--- config.mk ---
export PLATFORM = sky130hd
export DESIGN_NAME = clk_period_monitor
export DESIGN_NICKNAME = d
export VERILOG_FILES = /design/src/rtl/clk_period_monitor.sv
export SDC_FILE = /design/constraint.sdc
export NUM_CORES = 1
export LEC_CHECK = 0
export ABC_AREA = 1
export BUFFER_PORTS_ARGS = -buffer_cell sky130_fd_sc_hd__buf_2
export CAP_MARGIN = 25
export CORE_MARGIN = 2
export CORE_UTILIZATION = 35
export CTS_CLUSTER_DIAMETER = 120
export DETAILED_ROUTE_END_ITERATION = 6
export MAX_ROUTING_LAYER = met4
export PLACE_DENSITY = 0.51
export SKIP_LAST_GASP = 1
export SLEW_MARGIN = 20
export SYNTH_ARGS = -nofsm -noshare
export SYNTH_HDL_FRONTEND = slang
export SYNTH_SLANG_ARGS = --single-unit
--- constraint.sdc ---
create_clock -name clk -period 2.2 [get_ports clk]
set_input_delay 0.11 -clock clk [delete_from_list [all_inputs] [get_ports clk]]
set_output_delay 0.11 -clock clk [all_outputs]
set_load 0.01 [all_outputs]
--- src/rtl/clk_period_monitor.sv ---
// Measures the high and low phase lengths of an asynchronous square wave in clk cycles,
// flags out-of-tolerance half-periods and stuck inputs, and reports lock after LOCK_N good periods.
module clk_period_monitor #(
    parameter int CNT_W    = 16,
    parameter int EXP_HALF = 20,
    parameter int TOL      = 2,
    parameter int LOCK_N   = 4,
    parameter int TIMEOUT  = 100
) (
    input  logic             clk,
    input  logic             rst_n,
    input  logic             sig_in,
    output logic             meas_valid,
    output logic [CNT_W-1:0] high_len,
    output logic [CNT_W-1:0] low_len,
    output logic [CNT_W:0]   period_len,
    output logic             half_err,
    output logic             stuck,
    output logic             locked
);

    localparam int LCK_W = (LOCK_N < 1) ? 1 : $clog2(LOCK_N + 1);
    localparam logic [CNT_W-1:0] CNT_MAX = {CNT_W{1'b1}};
    localparam logic [CNT_W-1:0] TO_V    = CNT_W'(TIMEOUT);
    localparam logic [31:0]      LO_B    = (EXP_HALF > TOL) ? 32'(EXP_HALF - TOL) : 32'd0;
    localparam logic [31:0]      HI_B    = 32'(EXP_HALF + TOL);
    localparam logic [LCK_W-1:0] LOCK_V  = LCK_W'(LOCK_N);

    typedef enum logic [1:0] {
        IDLE = 2'b00,
        HIGH = 2'b01,
        LOW  = 2'b10
    } state_t;

    // Lower bound is pre-clamped at zero so the unsigned compare never underflows.
    function automatic logic in_tol(input logic [CNT_W-1:0] len);
        return (32'(len) >= LO_B) && (32'(len) <= HI_B);
    endfunction

    logic             r_sync1;
    logic             r_sync2;
    logic             r_s_d;
    logic [CNT_W-1:0] r_cnt;
    logic             r_stuck_done;
    logic             r_partial;
    logic [CNT_W-1:0] r_pend_high;
    logic             r_pend_good;
    logic [LCK_W-1:0] r_lock_cnt;
    state_t           r_state;

    logic             r_meas_valid;
    logic [CNT_W-1:0] r_high_len;
    logic [CNT_W-1:0] r_low_len;
    logic [CNT_W:0]   r_period_len;
    logic             r_half_err;
    logic             r_stuck;
    logic             r_locked;

    logic             w_rise;
    logic             w_fall;
    logic             w_edge;
    logic             w_timeout;
    logic             w_len_good;
    logic             w_meas_nxt;
    logic             w_half_err_nxt;
    logic [LCK_W-1:0] w_lock_nxt;

    assign w_rise     = r_sync2 & ~r_s_d;
    assign w_fall     = ~r_sync2 & r_s_d;
    assign w_edge     = w_rise | w_fall;
    assign w_timeout  = (r_cnt == TO_V) && !w_edge && !r_stuck_done;
    assign w_len_good = in_tol(r_cnt);

    assign meas_valid = r_meas_valid;
    assign high_len   = r_high_len;
    assign low_len    = r_low_len;
    assign period_len = r_period_len;
    assign half_err   = r_half_err;
    assign stuck      = r_stuck;
    assign locked     = r_locked;

    // Next-cycle pulse decisions and lock counter update for the current edge.
    always_comb begin
        w_meas_nxt     = 1'b0;
        w_half_err_nxt = 1'b0;
        case (r_state)
            IDLE: begin
                w_half_err_nxt = 1'b0;
            end
            HIGH: begin
                if (w_fall) begin
                    w_half_err_nxt = ~w_len_good;
                end else begin
                    w_half_err_nxt = 1'b0;
                end
            end
            LOW: begin
                if (w_rise && !r_partial) begin
                    w_meas_nxt     = 1'b1;
                    w_half_err_nxt = ~w_len_good;
                end else begin
                    w_meas_nxt     = 1'b0;
                end
            end
            default: begin
                w_half_err_nxt = 1'b0;
            end
        endcase

        if (w_half_err_nxt || w_timeout) begin
            w_lock_nxt = '0;
        end else if (w_meas_nxt && r_pend_good && w_len_good && (r_lock_cnt != LOCK_V)) begin
            w_lock_nxt = r_lock_cnt + LCK_W'(1);
        end else begin
            w_lock_nxt = r_lock_cnt;
        end
    end

    // Synchronizer, phase counter, FSM and registered outputs.
    always_ff @(posedge clk or negedge rst_n) begin
        if (!rst_n) begin
            r_sync1      <= 1'b0;
            r_sync2      <= 1'b0;
            r_s_d        <= 1'b0;
            r_cnt        <= '0;
            r_stuck_done <= 1'b0;
            r_partial    <= 1'b0;
            r_pend_high  <= '0;
            r_pend_good  <= 1'b0;
            r_lock_cnt   <= '0;
            r_state      <= IDLE;
            r_meas_valid <= 1'b0;
            r_high_len   <= '0;
            r_low_len    <= '0;
            r_period_len <= '0;
            r_half_err   <= 1'b0;
            r_stuck      <= 1'b0;
            r_locked     <= 1'b0;
        end else begin
            r_sync1 <= sig_in;
            r_sync2 <= r_sync1;
            r_s_d   <= r_sync2;

            if (w_edge) begin
                r_cnt <= CNT_W'(1);
            end else if (r_cnt != CNT_MAX) begin
                r_cnt <= r_cnt + CNT_W'(1);
            end else begin
                r_cnt <= r_cnt;
            end

            // Stuck fires once per silent stretch; only a fresh edge re-arms it.
            if (w_edge) begin
                r_stuck_done <= 1'b0;
            end else if (w_timeout) begin
                r_stuck_done <= 1'b1;
            end else begin
                r_stuck_done <= r_stuck_done;
            end

            r_meas_valid <= w_meas_nxt;
            r_half_err   <= w_half_err_nxt;
            r_stuck      <= w_timeout;
            r_lock_cnt   <= w_lock_nxt;
            r_locked     <= (w_lock_nxt == LOCK_V);

            if (w_meas_nxt) begin
                r_high_len   <= r_pend_high;
                r_low_len    <= r_cnt;
                r_period_len <= {1'b0, r_pend_high} + {1'b0, r_cnt};
            end else begin
                r_high_len   <= r_high_len;
                r_low_len    <= r_low_len;
                r_period_len <= r_period_len;
            end

            if (w_timeout) begin
                r_state   <= IDLE;
                r_partial <= 1'b0;
            end else begin
                case (r_state)
                    IDLE: begin
                        if (w_rise) begin
                            r_state   <= HIGH;
                            r_partial <= 1'b0;
                        end else if (w_fall) begin
                            // Low phase began before we were watching; skip its measurement.
                            r_state   <= LOW;
                            r_partial <= 1'b1;
                        end else begin
                            r_state   <= IDLE;
                        end
                    end
                    HIGH: begin
                        if (w_fall) begin
                            r_pend_high <= r_cnt;
                            r_pend_good <= w_len_good;
                            r_state     <= LOW;
                            r_partial   <= 1'b0;
                        end else begin
                            r_state     <= HIGH;
                        end
                    end
                    LOW: begin
                        if (w_rise) begin
                            r_state   <= HIGH;
                            r_partial <= 1'b0;
                        end else begin
                            r_state   <= LOW;
                        end
                    end
                    default: begin
                        r_state   <= IDLE;
                        r_partial <= 1'b0;
                    end
                endcase
            end
        end
    end

endmodule

==> metrics.txt, run 1 <==
Synth cell types 39; worst hold slack 293.9 ps; first-pass GRT wire length 20.98 mm; share of cells above drive strength 1 0.1519; run status complete, no violations; initial antenna violation count 0; die area 0.01519 mm^2; DP HPWL 9.305 mm; Worst Path Buf+Inv 0; drt pass-1 iters 4; RSZ-0062 raised after global routing false; die extent in y 123.3 um; clk slew on worst S/H paths 70 ps; leakage power 2.970 nW; setup_tns 0 ps; initial DRC count 333; Top delay family on crit path simple AND/OR/NAND/NOR gates; Slew Viols, Final 0; die extent in x 123.3 um; Max clock buf depth 2; setup repair bufs after CTS 0; fin crit share 0.9038; clk_skew 10.47 ps; register area share after synthesis 0.4825; Seq cells post-synth 96; max cap viols 0; CP Cell Sequence ha_1 -> a21oi_1 -> nor2_1 -> nor2_1 -> nor2_1 -> nor2_1 -> nand3_1 -> nand3_1 -> nand2_1; Fmax 502.9 MHz; core area 0.01388 mm^2; top post-synthesis cells by area dfrtp_1 48%, nand2_1 14%, ha_1 7.0%; WL/cell 14.87 um; Synth Instances 603; most area-hungry cell type in the Yosys netlist dfrtp_1; PwrDens 769.9 mW/mm^2; CTS tree done; Root Driver clkbuf_16; routed via count 4137; Global Route Usage Sum 0.1840; number of diodes 0; Max VDD drop 0.4002 mV; Synthesized Nets 635; Setup crit end kind register; CP Class register to register; syn avg cell area 8.256 um^2; Arr. time, crit path 2230 ps; top-area cell type share of the netlist area 0.4825; IO Count 56; area grow syn2layout 16.44%; Yosys warnings 0; total grt overflow 0; Port Buf Inserts 55; starting density of the core 0.3587; Max-slew headroom 0.6276; via-per-instance ratio 4.896; Max H-tree Level 3; data required time at the worst endpoint 2440 ps; post-layout minimum cycle time 1988 ps; Worst setup SP type register; Hold Path Class primary input to async pin; Crit Path Max Fanout 7; largest net degree at the start of global routing 56; Site Rows 43; Crit-path slowest cell dfrtp_1; CP most frequent cell nor2_1; number of flops mapped to enable cells by yosys 0; Top FF cell, synth dfrtp_1; asr flop ratio synth 1.000; RePlAce Congestion 0.9111; CTS Sinks 96; Fin. Hold Viols 0; synthesized area 0.004979 mm^2; routed wire length 12.56 mm; drt drc 0; vias in the first global route 4131; Worst-Margin Slew 558.6 ps; CP max stage delay 470 ps; Final #Nets 693; total CTS buffers 9; Clk Latency, worst-skew pair 340 ps; Final ANT Viol Nets 0; number of setup violations in the final report 0
cells by family after synthesis:
kind of cell	synth area share
AOI/OAI and AO/OA	0.1108
buffers and inverters	0.06107
and+or+nand+nor	0.2571
adders and majority gates	0.07439
DFF	0.4825
xor gates and xnor gates	0.01407
report_power, final:
group          internal [mW]  switching [mW]  total, mW
sequential              1.93           0.135       2.06
clock                  0.965           0.657       1.62
combinational          0.286           0.491      0.777
repair_timing:
action	in CTS	in global routing
endpoints found under the hold margin	42	0
hold buffers	2	0
endpoints found under the setup margin	0	2
gates resized for setup	0	2
Yosys cell counts, types with 2 or more instances:
| master | instances |
|---|---|
| nand2_1 | 183 |
| dfrtp_1 | 96 |
| inv_1 | 53 |
| nor2_1 | 47 |
| o21ai_0 | 36 |
| ha_1 | 28 |
| o21ai_1 | 24 |
| nand3_1 | 23 |
| a21oi_1 | 19 |
| nand4_1 | 10 |
| buf_2 | 9 |
| nor3_1 | 9 |
| o31ai_1 | 6 |
| a31oi_1 | 5 |
| inv_2 | 5 |
| xnor2_1 | 5 |
| clkbuf_1 | 4 |
| nand3b_1 | 4 |
| nand2_2 | 3 |
| nand3_2 | 3 |
| nor2_4 | 3 |
| nor3_2 | 3 |
| xor2_1 | 3 |
| a211oi_1 | 2 |
| and2_1 | 2 |
| buf_1 | 2 |
| buf_4 | 2 |
| nor2_2 | 2 |
| o21bai_1 | 2 |
placed cells by master (no fill, tap or decap), types with 3 or more instances in the layout:
master and instances:
buf_4 7, nor2_1 47, xnor2_1 5, nand2_1 183
xor2_1 3, o31ai_1 6, nor3_2 3, o21ai_1 23
nand3_2 3, inv_1 53, clkbuf_8 3, buf_2 54
o21ai_0 36, nor2_4 3, nand4_1 10, ha_1 27
clkbuf_16 9, a31oi_1 5, nand2_2 3, nor3_1 9
nand3_1 23, a21oi_1 19, dfrtp_1 96, nand3b_1 4
inv_2 5
flip-flops by register name, indices dropped and copies added (netlist names):
register / flops
locked: 1
r_lock_cnt: 3
period_len: 17
r_pend_good: 1
r_state: 2
r_cnt: 16
r_partial: 1
r_sync2: 1
meas_valid: 1
stuck: 1
r_stuck_done: 1
half_err: 1
r_pend_high: 16
low_len: 16
r_sync1: 1
high_len: 16
r_s_d: 1
layer usage:
metal  vias to the layer above  wire [um]  track usage  part of all wire
met5                         -          0            -                 0
met4                         0        208      0.06108             0.017
met3                        14        383      0.03552             0.030
met2                        71       6035       0.2891              0.48
met1                      1969       5934       0.2394              0.47
li1                       2083          -            -                 -
cell type report:
| class | instances | area (um^2) |
|---|---|---|
| inverter | 59 | 221.5 |
| tap | 180 | 225.2 |
| fill | 1441 | 8084 |
| multi-input combinational | 431 | 2278 |
| sequential | 96 | 2402 |
| timing repair buffer | 64 | 362.8 |
| clock buffer | 12 | 266.5 |
| clock inverter | 3 | 40.04 |
through the flow:
| stage | area, um^2 | util | power (mW) | std cells | setup WS [ps] |
|---|---|---|---|---|---|
| global placement | 5464 | 0.3936 | 2.871 | 828 | 292.8 |
| finish | 5797 | 0.4176 | 4.463 | 845 | 211.6 |
| global route | 5797 | 0.4176 | 4.728 | 845 | 11.42 |
| CTS | 5791 | 0.4172 | 4.541 | 845 | 196.9 |
| floorplan | 4979 | - | 2.590 | 603 | 439.5 |
| detailed placement | 5464 | 0.3936 | 2.883 | 828 | 207.8 |
final timing paths:
kind	depth (start not counted)	startpoint	end	slack, ps
setup / recovery	9	r_cnt[7]	period_len[14]	210
hold / removal	2	rst_n	high_len[5]	290
hold reg to reg	0	r_sync1	r_sync2	350
min in group clk	0	r_sync1	r_sync2	350
setup reg to reg	9	r_cnt[7]	period_len[14]	210
max in group asynchronous	3	rst_n	low_len[1]	1200
Power figures use the tool's default switching activity.
==> inputs of run 2 (changes only) <==
--- a/config.mk
+++ b/config.mk
@@ -12,7 +12,6 @@
 export CORE_UTILIZATION = 35
 export CTS_CLUSTER_DIAMETER = 120
 export DETAILED_ROUTE_END_ITERATION = 6
-export MAX_ROUTING_LAYER = met4
 export PLACE_DENSITY = 0.51
 export SKIP_LAST_GASP = 1
 export SLEW_MARGIN = 20
==> run 2 against run 1 <==
  * Core utilization rose by 0.18 points
  * Maximum frequency rose by 2.3%
  * Combinational power barely moved
  * Die area did not move
  * Register-to-register slack improved by 40 ps
  * Worst setup slack improved by 44 ps
  * Wire length fell by 1.2%
  * Largest power group unchanged
  * First-iteration DRC count fell by 48%
  * Critical path depth did not move
  * Largest cell class unchanged
==> metrics.txt, run 2 (synthesized netlist as in run 1, its figures left out) <==
first-pass GRT wire length 20.66 mm (was 20.98 mm); top layer in use met4 (unchanged); CP Cell Sequence ha_1 -> a21oi_1 -> nor2_1 -> nor2_1 -> nor2_1 -> nor2_1 -> nand3_1 -> nand3_1 -> nand2_1 (unchanged); drt pass-1 iters 4 (unchanged); Finished Layout Cells 846 (was 845); Crit-path slowest cell dfrtp_1 (unchanged); CP Class register to register (unchanged); fill cell count 1436 (was 1441); core area 0.01388 mm^2 (unchanged); Clk Latency, worst-skew pair 350 ps (was 340 ps); setup_tns 0 ps (unchanged); setup repair bufs after CTS 0 (unchanged); Worst setup SP type register (unchanged); Crit. path cell count 9 (unchanged); Top delay family on crit path simple AND/OR/NAND/NOR gates (unchanged); die extent in x 123.3 um (unchanged); Port Buf Inserts 55 (unchanged); CP most frequent cell nor2_1 (unchanged); Max VDD drop 0.5014 mV (was 0.4002 mV); Global Route Usage Sum 0.1783 (was 0.1840); Worst-Margin Slew 524.2 ps (was 558.6 ps); RePlAce Congestion 0.8946 (was 0.9111); drt drc 0 (unchanged); Final #Nets 693 (unchanged); total CTS buffers 9 (unchanged); CP max stage delay 470 ps (about the same); Max clock buf depth 2 (unchanged); initial DRC count 172 (was 333); routed via count 4143 (was 4137); reg2reg path depth 9 (unchanged); routed wl met3 363 um (was 383 um); Final WS setup 255.4 ps (was 211.6 ps); Slew Viols, Final 0 (unchanged); area grow syn2layout 16.94% (was 16.44%); Largest register FFs 17 (unchanged); CTS tree done (unchanged); PwrDens 779.1 mW/mm^2 (was 769.9 mW/mm^2); Site Rows 43 (unchanged); met1 WL 5.742 mm (was 5.934 mm); r2r setup slk 260 ps (was 210 ps); Hold Path Class primary input to async pin (unchanged); Max H-tree Level 3 (unchanged); Max-slew headroom 0.6497 (was 0.6276); Crit Path Max Fanout 7 (unchanged); most frequent cells in the layout 183 x nand2_1, 96 x dfrtp_1, 54 x buf_2 (unchanged); share of cells above drive strength 1 0.1517 (was 0.1519); Pwr Total 4.536 mW (was 4.463 mW); Worst Path Buf+Inv 0 (unchanged); Arr. time, crit path 2190 ps (was 2230 ps); data required time at the worst endpoint 2440 ps (about the same); die extent in y 123.3 um (unchanged); WL/cell 14.68 um (was 14.87 um); number of diodes 0 (unchanged); commonest non-fill, non-tap cell in the layout nand2_1 (unchanged); vias in the first global route 4122 (was 4131); leakage power 2.972 nW (was 2.970 nW); CP startpoint r_cnt[7] (unchanged); max cap viols 0 (unchanged); worst hold slack 276.8 ps (was 293.9 ps); dpl ws 220.8 ps (was 207.8 ps); DP HPWL 9.199 mm (was 9.305 mm); IO Count 56 (unchanged); Reg-to-Reg Start r_cnt[7] (unchanged); fin crit share 0.8839 (was 0.9038); initial antenna violation count 0 (unchanged); Setup crit end kind register (unchanged); placed insts 828 (unchanged); via-per-instance ratio 4.897 (was 4.896); RSZ-0062 raised after global routing false (unchanged); DR WL met2 6.099 mm (was 6.035 mm); largest net degree at the start of global routing 74 (was 56); CTS Sinks 96 (unchanged); routed wire length 12.42 mm (was 12.56 mm); run status complete, no violations (unchanged); Fin. Hold Viols 0 (unchanged); die area 0.01519 mm^2 (unchanged); clk slew on worst S/H paths 70 ps (about the same); clk_skew 7.785 ps (was 10.47 ps); total grt overflow 0 (unchanged); Final ANT Viol Nets 0 (unchanged); post-layout minimum cycle time 1945 ps (was 1988 ps); starting density of the core 0.3587 (unchanged); Root Driver clkbuf_16 (unchanged); number of setup violations in the final report 0 (unchanged); Fmax 514.3 MHz (was 502.9 MHz)
==> run 2: routing by layer <==
layer,vias up,track usage
li1,2086,-
met1,1985,0.2292
met2,58,0.3019
met3,14,0.02952
met4,0,0.06534
met5,-,0
==> run 2: repair_timing <==
item | 4_1_cts | 5_1_grt
gates resized for setup | 0 | 1
hold endpoints to repair | 39 | 0
hold buffers | 2 | 0
setup endpoints to repair | 0 | 2
==> run 2: report_power, final <==
group / leakage, nW / internal (mW) / switching (mW) / total, mW
sequential: 1.31 / 1.93 / 0.134 / 2.06
combinational: 1.51 / 0.289 / 0.490 / 0.779
clock: 0.148 / 0.995 / 0.698 / 1.69
==> run 2: per-stage QoR <==
step,utilization,area [um^2]
after floorplan,-,4979
after global placement,0.3945,5477
after detailed placement,0.3945,5477
after CTS,0.4191,5818
after global routing,0.4194,5822
final,0.4194,5822
==> run 2: area by class of cell <==
| type | instances | area, um^2 | share of cell area |
|---|---|---|---|
| Clock buffer | 9 | 225.2 | 0.03868 |
| Clock inverter | 7 | 96.34 | 0.01655 |
| Inverter | 59 | 221.5 | 0.03804 |
| Multi-Input combinational cell | 431 | 2276 | 0.3909 |
| Sequential cell | 96 | 2402 | 0.4126 |
| Tap cell | 180 | 225.2 | 0.03868 |
| Timing Repair Buffer | 64 | 375.4 | 0.06447 |
==> run 2: worst paths after layout <==
kind	endpoint
setup reg to reg	period_len[14]
setup / recovery	period_len[14]
hold reg to reg	r_sync2
hold / removal	period_len[2]
max in group asynchronous	high_len[13]
min in group clk	r_sync2
